`config.mk`:
```
export PLATFORM = sky130hd
export DESIGN_NAME = rv_iopmp_entry_rd_arbiter
export DESIGN_NICKNAME = d
export VERILOG_FILES = /design/src/rtl/rv_iopmp_pkg.sv /design/src/rtl/rv_iopmp_rr_arbiter.sv /design/src/rtl/rv_iopmp_entry_rd_arbiter.sv
export SDC_FILE = /design/constraint.sdc
export NUM_CORES = 1
export LEC_CHECK = 0
export ABC_AREA = 1
export CORE_AREA = 2 2 113 115
export DETAILED_ROUTE_END_ITERATION = 12
export DIE_AREA = 0 0 115 117
export GPL_TIMING_DRIVEN = 1
export MAX_ROUTING_LAYER = met4
export PLACE_DENSITY = 0.63
export SLEW_MARGIN = 20
export SYNTH_ARGS = -nofsm -noshare
export SYNTH_HDL_FRONTEND = slang
export SYNTH_SLANG_ARGS = --single-unit
```
`constraint.sdc`:
```
create_clock -name clk_i -period 6.2 [get_ports clk_i]
set_input_delay 1.24 -clock clk_i [delete_from_list [all_inputs] [get_ports clk_i]]
set_output_delay 1.24 -clock clk_i [all_outputs]
set_load 0.005 [all_outputs]
```
`src/rtl/rv_iopmp_pkg.sv`:
```
// Shared IOPMP definitions used by the entry-read arbitration path.
package rv_iopmp_pkg;

  localparam int unsigned ENTRY_WIDTH_DEFAULT = 128;

  function automatic int unsigned idx_w(input int unsigned n);
    return (n > 1) ? $clog2(n) : 1;
  endfunction

endpackage

```
`src/rtl/rv_iopmp_rr_arbiter.sv`:
```
// Combinational round-robin pick: first requester at or after ptr.
module rv_iopmp_rr_arbiter
  import rv_iopmp_pkg::*;
#(
  parameter int unsigned N = 4,
  localparam int unsigned IdxW = idx_w(N)
) (
  input  logic [N-1:0]    req,
  input  logic [IdxW-1:0] ptr,
  output logic [N-1:0]    gnt,
  output logic [IdxW-1:0] idx,
  output logic            any
);

  always_comb begin
    idx = '0;
    any = 1'b0;
    for (int i = 0; i < N; i++) begin
      if (!any && req[(int'(ptr) + i) % N]) begin
        any = 1'b1;
        idx = IdxW'((int'(ptr) + i) % N);
      end
    end
    gnt = any ? (N'(1) << idx) : '0;
  end

endmodule

```
`src/rtl/rv_iopmp_entry_rd_arbiter.sv`:
```
// Shares the entry SRAM read port among TL matching instances,
// with bounded locking and a tag pipe routing data back.
module rv_iopmp_entry_rd_arbiter
  import rv_iopmp_pkg::*;
#(
  parameter int unsigned NUMBER_TL_INSTANCES = 4,
  parameter int unsigned NUMBER_ENTRIES      = 8,
  parameter int unsigned ENTRY_WIDTH         = ENTRY_WIDTH_DEFAULT,
  parameter int unsigned SRAM_LATENCY        = 1,
  parameter int unsigned MAX_HOLD            = 4,
  localparam int unsigned N    = NUMBER_TL_INSTANCES,
  localparam int unsigned AW   = idx_w(NUMBER_ENTRIES),
  localparam int unsigned IdxW = idx_w(N),
  localparam int unsigned HW   = $clog2(MAX_HOLD + 1)
) (
  input  logic                  clk_i,
  input  logic                  rst_ni,
  input  logic                  stall_i,
  input  logic [N-1:0]          req_i,
  input  logic [N-1:0]          lock_i,
  input  logic [N-1:0][AW-1:0]  addr_i,
  output logic [N-1:0]          gnt_o,
  output logic [N-1:0]          rvalid_o,
  output logic [ENTRY_WIDTH-1:0] rdata_o,
  output logic                  sram_req_o,
  output logic [AW-1:0]         sram_addr_o,
  input  logic [ENTRY_WIDTH-1:0] sram_rdata_i
);

  typedef struct packed {
    logic            valid;
    logic [IdxW-1:0] idx;
  } entry_rd_tag_t;

  logic [IdxW-1:0] rr_ptr;
  logic [IdxW-1:0] owner;
  logic            owner_valid;
  logic [HW-1:0]   hold_cnt;

  logic [N-1:0]    arb_gnt;
  logic [IdxW-1:0] arb_idx;
  logic            arb_any;

  logic            others_req;
  logic            own_sel;
  logic [IdxW-1:0] gnt_idx;
  logic [IdxW-1:0] next_ptr;
  logic            same_owner;
  logic [HW-1:0]   hold_inc;

  entry_rd_tag_t   pipe [SRAM_LATENCY];

  rv_iopmp_rr_arbiter #(
    .N(N)
  ) u_rr (
    .req(req_i),
    .ptr(rr_ptr),
    .gnt(arb_gnt),
    .idx(arb_idx),
    .any(arb_any)
  );

  // The owner keeps the port past MAX_HOLD only when nobody else waits.
  assign others_req = |(req_i & ~(N'(1) << owner));
  assign own_sel    = owner_valid && req_i[owner] &&
                      ((hold_cnt < HW'(MAX_HOLD)) || !others_req);

  always_comb begin
    gnt_o   = '0;
    gnt_idx = arb_idx;
    if (!stall_i && arb_any) begin
      if (own_sel) begin
        gnt_idx = owner;
        gnt_o   = N'(1) << owner;
      end else begin
        gnt_o   = arb_gnt;
      end
    end
  end

  assign sram_req_o  = |gnt_o;
  assign sram_addr_o = addr_i[gnt_idx];

  assign next_ptr   = (int'(gnt_idx) == N - 1) ? '0 : gnt_idx + IdxW'(1);
  assign same_owner = owner_valid && (owner == gnt_idx);
  assign hold_inc   = (hold_cnt == HW'(MAX_HOLD)) ? hold_cnt
                                                  : hold_cnt + HW'(1);

  always_ff @(posedge clk_i or negedge rst_ni) begin
    if (!rst_ni) begin
      rr_ptr      <= '0;
      owner       <= '0;
      owner_valid <= 1'b0;
      hold_cnt    <= '0;
    end else if (sram_req_o) begin
      rr_ptr <= next_ptr;
      if (lock_i[gnt_idx]) begin
        owner       <= gnt_idx;
        owner_valid <= 1'b1;
        hold_cnt    <= same_owner ? hold_inc : HW'(1);
      end else begin
        owner_valid <= 1'b0;
        hold_cnt    <= '0;
      end
    end else if (!stall_i && owner_valid && !req_i[owner]) begin
      owner_valid <= 1'b0;
      hold_cnt    <= '0;
    end
  end

  always_ff @(posedge clk_i or negedge rst_ni) begin
    if (!rst_ni) begin
      for (int i = 0; i < SRAM_LATENCY; i++) begin
        pipe[i] <= '0;
      end
    end else begin
      pipe[0] <= '{valid: sram_req_o, idx: gnt_idx};
      for (int i = 1; i < SRAM_LATENCY; i++) begin
        pipe[i] <= pipe[i-1];
      end
    end
  end

  always_comb begin
    rvalid_o = '0;
    if (pipe[SRAM_LATENCY-1].valid) begin
      rvalid_o[pipe[SRAM_LATENCY-1].idx] = 1'b1;
    end
  end

  assign rdata_o = sram_rdata_i;

endmodule

```
==> run_results.csv <==
group,metric,value,unit
outcome,status,"complete, no violations",
setup_path,path_cells,"clkdlybuf4s50_1 -> inv_1 -> o21ai_0 -> nand2_1 -> nand2_1 -> nand2_1 -> nor2_4 -> nand3_4 -> nand2_2 -> nand2_1 -> inv_1 -> o21ai_0 -> o22ai_1 -> clkdlybuf4s50_1",
setup_path,regToRegStartpoint,"rr_ptr[0]",
worst_hold_path,holdPathStages,2,
pwr,powerDensity,573,nW/µm²
timing,hold_viol_final,0,
setup_path,slowest_delay,0.52,ns
yosys,yosys_warnings,0,
setup_path,cp_top_family,"buffers and inverters",
yosys,yosys.area.top_type,"buf_4",
clock_tree,cts_tree,"done",
job,drv_cap,0,
place,hpwl,4120,µm
drt,finalWirelength,5090,µm
setup_path,ff2ff_setup_slack,3.46,ns
yosys,synth_most_common_cell,"buf_4",
yosys,syn_nets,484,
clock_tree,ctsResizeCount,0,
timing,timing.setup.tns,0,ns
global_routing,grtUsageTotal,0.0742,
die,initial_core_util,0.181,
setup_path,end_kind,"output port",
drt,dr.pass1.iters,5,
global_routing,grt_max_degree,14,
yosys,netlist_top_cells_count,"129 x buf_4, 61 x nand2_1, 24 x nand3_1",
timing,drv_slew,0,
pwr,ir_drop,228,µV
worst_hold_path,min_from,"hold_cnt[1]",
yosys,syn_area_per_cell,6.74,µm²
setup_path,critPathArrivalTime,4.02,ns
yosys,synth-edff-count,0,
die,die-width,115,µm
yosys,synthCells,330,
die,dieArea,13500,µm²
clock_tree,cts_buffers,3,
setup_path,worstSetupStartpointType,"input pin",
clock_tree,hold_buffers,0,
yosys,synth_cell_types,26,
timing,relSlewSlack,0.537,
clock_tree,numClockSinks,11,
setup_path,cp_data_required_time,4.96,ns
yosys,async_flop_share,1.00,
die,dieHeight,117,µm
drt,drtAntennaViolNets,0,
worst_hold_path,min_to,"hold_cnt[1]",
final_layout,nNetsFinal,392,
timing,period_share,0.849,
setup_path,crit_buf_inv,4,
global_routing,grt_pass1_wl,7590,µm
setup_path,worstSetupPathType,"input pin to output port",
pwr,fin_total_pwr,0.00105,W
yosys,synth_area,2220,µm²
die,rows,41,
setup_path,rr_worst_depth,16,
clock_tree,cts.reportedPaths.clkPinSlew,0.05,ns
die,core,12300,µm²
final_layout,n_antenna_cell,0,
clock_tree,htree_levels,1,
clock_tree,cts_setup_buffers,0,
place,place.port_buffers,34,
clock_tree,clock_path_buffers,2,
pwr,p_leak,0.814,nW
yosys,seq_area_frac_synth,0.124,
clock_tree,insertion_delay,0.24,ns
setup_path,path_max_fanout,13,
setup_path,regToRegEndpoint,"hold_cnt[0]",
drt,vias,1591,
timing,timing.fmax,190,MHz
timing,finalSetupViolCount,0,
yosys,ys_top_cells_by_area,"buf_4 44%, dfrtp_1 12%, nand2_1 10%",
drt,routedWlPerCell,13.2,µm
final_layout,drive_above_1_share,0.148,
timing,worst_pin_slew,0.689,ns
global_routing,grt_overflow_total,0,
drt,route.detailed.drc,0,
yosys,yosysTopAreaCellShare,0.436,
place,globalplace.congestion,0.845,
final_layout,areaGrowthSynthToFinish,-17.2,%
setup_path,crit_slowest_cell,"clkdlybuf4s50_1",
worst_hold_path,hp-class,"register to register",
global_routing,antenna_found_initial,0,
yosys,synth_flop_cell,"dfrtp_1",
setup_path,path_common_cell,"nand2_1",
timing,fin_skew,0.00797,ns
timing,layout_min_cycle_time,5.26,ns
timing,rsz0062_at_grt,"false",
drt,avgViaCountPerCell,4.11,
drt,drt_iter0_markers,41,
global_routing,grt_pass1_vias,1574,
yosys,synth-seq-cells,11,
die,ios,291,
clock_tree,cts-root-buf,"clkbuf_16",
## through the flow
step                      area [µm²]  utilization  setup WS, ns  hold slack [ns]  cells
after floorplan                 2220            -          2.38            0.474    330
after global placement          1760        0.143          1.07            0.499    383
after detailed placement        1760        0.143         0.957            0.501    383
after CTS                       1840        0.149         0.923            0.515    387
after global routing            1840        0.149         0.654            0.564    387
final                           1840        0.149         0.937            0.508    387
## worst max-delay path by stage
stage / slack (ns) / cells past startpoint / startpoint / to
5_1_grt: 0.65 / 13 / req_i[2] / sram_addr_o[2]
3_5_place_dp: 0.96 / 14 / req_i[2] / sram_addr_o[1]
4_1_cts: 0.92 / 14 / req_i[2] / sram_addr_o[1]
6_report: 0.94 / 14 / req_i[2] / sram_addr_o[1]
2_1_floorplan: 2.38 / 13 / req_i[2] / sram_addr_o[0]
3_3_place_gp: 1.07 / 14 / req_i[2] / sram_addr_o[1]
## placed cells by master, fill, tap and decap left out, drive strengths merged
cell type and n:
clkbuf 3, o31ai 2, clkinv 1, nand3 31
o21ai 16, a31oi 1, nand4 2, xor2 1
nor3 7, nor2 19, ha 3, a21oi 1
inv 27, a21boi 1, nand2 73, dfrtp 11
clkdlybuf4s50 34, o22ai 4
## power by group
group | total (W) | internal [W] | leakage, nW | switching (W)
Sequential | 0.000148 | 0.000102 | 0.139 | 0.0000462
Combinational | 0.000786 | 0.000306 | 0.635 | 0.000480
Clock | 0.000120 | 0.0000857 | 0.0409 | 0.0000344
Total | 0.00105 | 0.000494 | 0.814 | 0.000561
## cells by family (layout without fill, tap and decap cells)
kind of cell    count (synthesis)  count (layout)  synth area share
flops                          11              11             0.124
fa+ha+maj                       3               3            0.0169
simple gates                  132             132             0.299
buf+inv                       158              65             0.494
compound gates                 25              25            0.0625
xor+xnor                        1               1           0.00394
## metal layers
metal / vias to the layer above / wire length (µm) / GRT usage
li1: 729 / - / -
met1: 691 / 1700 / 0.0709
met2: 115 / 2270 / 0.112
met3: 56 / 587 / 0.0211
met4: 0 / 539 / 0.0884
met5: - / 0 / -
## worst min-delay path, cell delays in order, from the launching register on
cell and delay [ns]:
dfrtp_1 0.36, nand2_1 0.06, nand2_1 0.06
## state kept, by name, summed over array words and instances (netlist names)
signal	flops
owner_valid	1
pipe	3
hold_cnt	3
rr_ptr	2
owner	2
## layout make-up
cell class              count  area (µm²)
fillers                  1425       10500
multi-input cells         161         851
repair buffers             34         340
flip-flops and latches     11         275
well taps                 150         188
inverters                  27         106
clock buffers               3        75.1
clock inverters             1        5.00
Note: power is estimated with default switching activity, not from simulation.
